===== config.mk =====
export PLATFORM = sky130hd
export DESIGN_NAME = des_permutation_pipe
export DESIGN_NICKNAME = d
export VERILOG_FILES = /design/src/rtl/des_permutation_pipe.sv
export SDC_FILE = /design/constraint.sdc
export NUM_CORES = 1
export LEC_CHECK = 0
export BUFFER_PORTS_ARGS = -buffer_cell sky130_fd_sc_hd__buf_2
export CAP_MARGIN = 0
export CORE_MARGIN = 1
export CORE_UTILIZATION = 49
export DETAILED_ROUTE_END_ITERATION = 7
export GPL_TIMING_DRIVEN = 1
export PLACE_DENSITY = 0.76
export SLEW_MARGIN = 10
export SYNTH_ARGS = -nofsm -noshare
export SYNTH_HDL_FRONTEND = slang
export SYNTH_SLANG_ARGS = --single-unit

===== constraint.sdc =====
create_clock -name clk -period 1.4 [get_ports clk]
set_clock_uncertainty 0.05 [all_clocks]
set_input_delay 0.07 -clock clk [delete_from_list [all_inputs] [get_ports clk]]
set_output_delay 0.07 -clock clk [all_outputs]
set_load 0.1 [all_outputs]

===== src/rtl/des_permutation_pipe.sv =====
// Elastic valid/ready pipeline applying the DES initial (IP) or final (FP) permutation per block,
// with a wrapping delivered-block counter. Define DES_PERM_SELFCHECK_EN to enable the perm_err self-check.
module des_permutation_pipe #(
    parameter int LATENCY = 2,
    parameter int CNT_W   = 16
) (
    input  logic             clk,
    input  logic             n_rst,
    input  logic             in_valid,
    output logic             in_ready,
    input  logic             in_mode,
    input  logic [0:63]      in_block,
    output logic             out_valid,
    input  logic             out_ready,
    output logic [0:63]      out_block,
    output logic             out_mode,
    output logic [CNT_W-1:0] blk_count,
    output logic             perm_err
);

    if (LATENCY < 1 || LATENCY > 4) begin : g_bad_latency
        $error("des_permutation_pipe: LATENCY must be in 1..4");
    end

    // Source bit (0-based, MSB-first) feeding output bit i, derived from the table row/column pattern.
    function automatic logic [5:0] ip_src(input int i);
        int r;
        int c;
        r = i / 8;
        c = i % 8;
        return 6'(((r < 4) ? (57 + 2 * r) : (56 + 2 * (r - 4))) - 8 * c);
    endfunction

    function automatic logic [5:0] fp_src(input int i);
        int r;
        int c;
        r = i / 8;
        c = i % 8;
        return 6'((((c % 2) == 0) ? 39 : 7) - r + 8 * (c / 2));
    endfunction

    function automatic logic [0:63] perm_ip(input logic [0:63] b);
        logic [0:63] o;
        for (int i = 0; i < 64; i++) o[i] = b[ip_src(i)];
        return o;
    endfunction

    function automatic logic [0:63] perm_fp(input logic [0:63] b);
        logic [0:63] o;
        for (int i = 0; i < 64; i++) o[i] = b[fp_src(i)];
        return o;
    endfunction

    logic [LATENCY-1:0]       vld_q, vld_d;
    logic [LATENCY-1:0]       mode_q, mode_d;
    logic [LATENCY-1:0][0:63] blk_q, blk_d;
    logic [CNT_W-1:0]         blk_count_q, blk_count_d;

    logic [LATENCY-1:0]       rdy;
    logic [LATENCY-1:0]       src_v;
    logic [LATENCY-1:0]       src_m;
    logic [LATENCY-1:0][0:63] src_b;
    logic [0:63]              perm_in;

`ifdef DES_PERM_SELFCHECK_EN
    logic [LATENCY-1:0][0:63] org_q, org_d;
    logic [LATENCY-1:0][0:63] src_o;
    logic                     err_q, err_d;
    logic [0:63]              inv_out;
`endif

    assign perm_in = in_mode ? perm_fp(in_block) : perm_ip(in_block);

    // Stage k can take new content when out_ready is high or any stage from k onward holds a bubble;
    // closed form keeps the ready chain free of self-referencing combinational loops.
    for (genvar k = 0; k < LATENCY; k++) begin : g_stage
        assign rdy[k] = out_ready || !(&vld_q[LATENCY-1:k]);
        if (k == 0) begin : g_head
            assign src_v[k] = in_valid;
            assign src_m[k] = in_mode;
            assign src_b[k] = perm_in;
`ifdef DES_PERM_SELFCHECK_EN
            assign src_o[k] = in_block;
`endif
        end else begin : g_body
            assign src_v[k] = vld_q[k-1];
            assign src_m[k] = mode_q[k-1];
            assign src_b[k] = blk_q[k-1];
`ifdef DES_PERM_SELFCHECK_EN
            assign src_o[k] = org_q[k-1];
`endif
        end
    end

    always_comb begin
        vld_d  = vld_q;
        mode_d = mode_q;
        blk_d  = blk_q;
`ifdef DES_PERM_SELFCHECK_EN
        org_d  = org_q;
`endif
        for (int k = 0; k < LATENCY; k++) begin
            if (rdy[k]) begin
                vld_d[k] = src_v[k];
                // Data only moves with a valid source so an idle stage keeps its last value.
                if (src_v[k]) begin
                    mode_d[k] = src_m[k];
                    blk_d[k]  = src_b[k];
`ifdef DES_PERM_SELFCHECK_EN
                    org_d[k]  = src_o[k];
`endif
                end
            end
        end
    end

    always_comb begin
        blk_count_d = blk_count_q;
        if (vld_q[LATENCY-1] && out_ready) blk_count_d = blk_count_q + CNT_W'(1);
    end

`ifdef DES_PERM_SELFCHECK_EN
    // FP undoes IP and vice versa, so the opposite permutation must reproduce the source block.
    assign inv_out = mode_q[LATENCY-1] ? perm_ip(blk_q[LATENCY-1]) : perm_fp(blk_q[LATENCY-1]);

    always_comb begin
        err_d = err_q;
        if (vld_q[LATENCY-1] && (inv_out != org_q[LATENCY-1])) err_d = 1'b1;
    end

    always_ff @(posedge clk or negedge n_rst) begin
        if (!n_rst) begin
            org_q <= '0;
            err_q <= 1'b0;
        end else begin
            org_q <= org_d;
            err_q <= err_d;
        end
    end

    assign perm_err = err_q;
`else
    assign perm_err = 1'b0;
`endif

    always_ff @(posedge clk or negedge n_rst) begin
        if (!n_rst) begin
            vld_q       <= '0;
            mode_q      <= '0;
            blk_q       <= '0;
            blk_count_q <= '0;
        end else begin
            vld_q       <= vld_d;
            mode_q      <= mode_d;
            blk_q       <= blk_d;
            blk_count_q <= blk_count_d;
        end
    end

    assign in_ready  = rdy[0];
    assign out_valid = vld_q[LATENCY-1];
    assign out_mode  = mode_q[LATENCY-1];
    assign out_block = blk_q[LATENCY-1];
    assign blk_count = blk_count_q;

endmodule

==> key figures <==
Run status
  • Status: complete, but fails checks
  • Violated checks: setup timing

Finish
  • Final instance area: 9540 sq um
  • Syn-to-layout area delta: 40.1%
  • Final core occ: 71.2%
  • Layout cells sized above 1: 45.2%
  • Nets: 819

Worst setup path
  • Crit path kind: flop to flop
  • Critical R2R Launch: vld_q[1]$_DFFE_PN0P_
  • CP Max Fanout: 8
  • Slowest cell on crit path: dfrtp_4
  • CP Cell Sequence: nand3b_1 -> nand2_4 -> buf_12 -> mux2_4
  • Critical path buffer and inverter count: 1
  • CP delay by family, top: flip-flops
  • Crit path launch: vld_q[1]$_DFFE_PN0P_
  • Reg-to-reg slack, setup: -0.12 ns
  • Worst Reg-to-Reg Cells: 4
  • CP peak stage delay: 0.49 ns
  • Worst setup SP type: flop
  • Setup crit end kind: flop
  • Worst reg2reg endpoint: blk_q[21]$_DFFE_PN0P_
  • Worst Path Required: 1.65 ns
  • WP data arrival: 1.77 ns

Yosys
  • Synthesized area per cell: 12.6 sq um
  • Mapped Cells: 540
  • Top-count cell post-synth: dfrtp_1
  • Largest cells by area after synthesis: dfrtp_1 (54%), mux2_4 (11%), mux2i_1 (8.8%)
  • Yosys top cell by area: dfrtp_1
  • Cell variety after synth: 23
  • Post-synth EDFFs: 0
  • Synth cell count leaders: dfrtp_1 (148), nand2_1 (68), buf_4 (65)
  • Yosys Warn Count: 0
  • FF+latch count, synth: 148
  • Cell Area, Synth: 6810 sq um
  • Sequential share of the synthesized area: 54.4%
  • Mapped Nets: 610
  • Post-synth top area share: 54.4%
  • Post-synth ARST share: 100%
  • Top_reg_cell synth: dfrtp_1

Pwr
  • Pint: 9630 uW
  • Final Power: 17600 uW
  • Switching portion of total power: 45.2%
  • Sw Pwr: 7940 uW
  • Clk pwr share: 23.4%
  • Sequential power share: 33.4%
  • Pwr/cell area: 1840 nW/um^2
  • Comb power frac: 43.2%
  • Leakage power figure: 0.00470 uW
  • Worst vdd ir: 0.00104 V

Place
  • Port buffer count: 151
  • Detailed Place HPWL: 10.2 mm
  • Placer congestion estimate: 0.782
  • Dpl cell area: 7570 sq um

Timing
  • Hold Fails Final Rpt: 0
  • Final WS setup: -0.124 ns
  • Slew Limit Headroom: 64.9%
  • RSZ-0062 raised after global routing: yes
  • Minimum clock period: 1.52 ns
  • Setup Viol. Count Final: 124
  • Tcrit/Tclk final: 109%
  • Max Fclk: 656 MHz
  • Slew Limit Fails: 0
  • Worst-margin pin slew: 0.531 ns

Die
  • Initial Util: 50.8%
  • Number of I/O pins: 153
  • Die height: 120 um
  • Total core area: 13400 sq um
  • Row count: 42
  • Chip width: 120 um
  • DIE AREA: 14400 sq um

Global route
  • Largest net degree at the start of global routing: 36
  • First-pass GRT wire length: 25.3 mm
  • Number of global-route vias before repair: 5088
  • Initial antenna violation count: 1
  • Total track usage: 23.4%
  • Gr ovfl total: 0

Worst hold path
  • Hold Crit Endpoint: blk_q[0]$_DFFE_PN0P_
  • Hold Crit Depth: 3
  • Hold Path Origin: in_block[6]
  • HP Class: input pin to flop

Routing
  • Final routed DRC violation total: 0
  • Vias per inst: 5.06
  • Initial DRC Count: 222
  • Antenna-violating nets left: 0
  • Routed WL: 16.8 mm
  • WL per Instance: 17.9 um
  • Pre-antenna DRT Iters: 4
  • Via Count: 4752

Clock tree
  • Root Driver: clkbuf_16
  • H-tree levels: 4
  • Clock Latency Late Sink: 0.42 ns
  • Clock sink total: 148
  • Worst-path clk slew: 0.06 ns
  • CTS tree: built
  • Cts bufs inserted: 17
  • Bufs on Longest Clock Path: 2

Run
  • Max_cap viols: 0
-- cell families after synthesis --
kind of cell	share of synthesized area, %
xor+xnor	1.93
compound gates	4.41
mux	23.3
flops	54.4
other cells	0.0551
buf+inv	10.2
simple gates	5.49
fa+ha+maj	0.184
-- registers in the layout, summed over array words and instances, names as in the netlist --
signal	flops
out_block	64
blk_q	64
vld_q	2
mode_q	2
blk_count	16
-- tightest hold or removal path, stage by stage --
cell and delay (ns):
buf_2 0.08, mux2i_1 0.11, o21ai_0 0.18
-- cells in the final DEF, fill, tap and decap left out, types with 4 or more instances in the layout --
cell type / count
mux2_4: 55
dlygate4sd3_1: 91
buf_2: 132
buf_4: 25
mux2_2: 16
o21ai_1: 17
clkbuf_8: 4
clkbuf_1: 6
xnor2_1: 9
buf_6: 6
clkbuf_16: 23
nand2_2: 6
dfrtp_1: 132
dfrtp_4: 13
o21ai_0: 30
o21ai_2: 13
nand2_1: 56
mux2i_1: 60
buf_12: 15
nand2_4: 7
clkbuf_4: 5
-- worst max-delay path by stage --
stage,end,cells after the start
2_1_floorplan,blk_q[18]$_DFFE_PN0P_,4
3_3_place_gp,out_block[21]$_DFFE_PN0P_,4
3_5_place_dp,out_block[4]$_DFFE_PN0P_,4
4_1_cts,in_ready,3
5_1_grt,out_block[31]$_DFFE_PN0P_,4
6_report,blk_q[21]$_DFFE_PN0P_,4
-- routing by layer --
| layer | track usage [%] | vias to the layer above | wire, um |
|---|---|---|---|
| li1 | - | 2195 | - |
| met1 | 27.7 | 2387 | 7010 |
| met2 | 40.6 | 137 | 8730 |
| met3 | 4.75 | 33 | 659 |
| met4 | 11.0 | 0 | 365 |
| met5 | 0 | - | 0 |
-- cell type report --
cell class	instances	area (sq um)
diodes	2	5.00
clock buffers	27	503
clock inverters	4	22.5
fillers	909	3860
inverters	1	3.75
multi-input cells	299	2660
flip-flops and latches	148	3760
well taps	176	220
repair buffers	282	2370
-- repair_timing --
action / CTS / global route
gates resized for setup: 21 / 69
hold buffers: 91 / 0
pin swaps: 2 / 16
buffers inserted: 3 / 4
cloned: 2 / 7
setup endpoints to repair: 84 / 133
endpoints found under the hold margin: 213 / 0
-- metrics by stage --
step | hold slack, ns | setup WS, ns | cells | TNS (ns)
6_report | 0.0151 | -0.124 | 939 | -9.34
3_3_place_gp | -0.0835 | -0.0124 | 799 | -0.275
4_1_cts | 0.00117 | -0.123 | 926 | -1.83
5_1_grt | 0.0696 | -0.159 | 939 | -16.14
2_1_floorplan | -0.276 | -1.15 | 540 | -81.15
3_5_place_dp | -0.0842 | -0.0277 | 799 | -0.769
-- power by group through the flow --
stage	clock network [uW]	registers [uW]	logic, uW
2_1_floorplan	0	6400	5840
3_3_place_gp	0	5840	6860
3_5_place_dp	0	5890	6960
4_1_cts	4150	5830	7340
5_1_grt	4320	5980	7830
6_report	4100	5870	7590
Note: power is estimated with default switching activity, not from simulation.
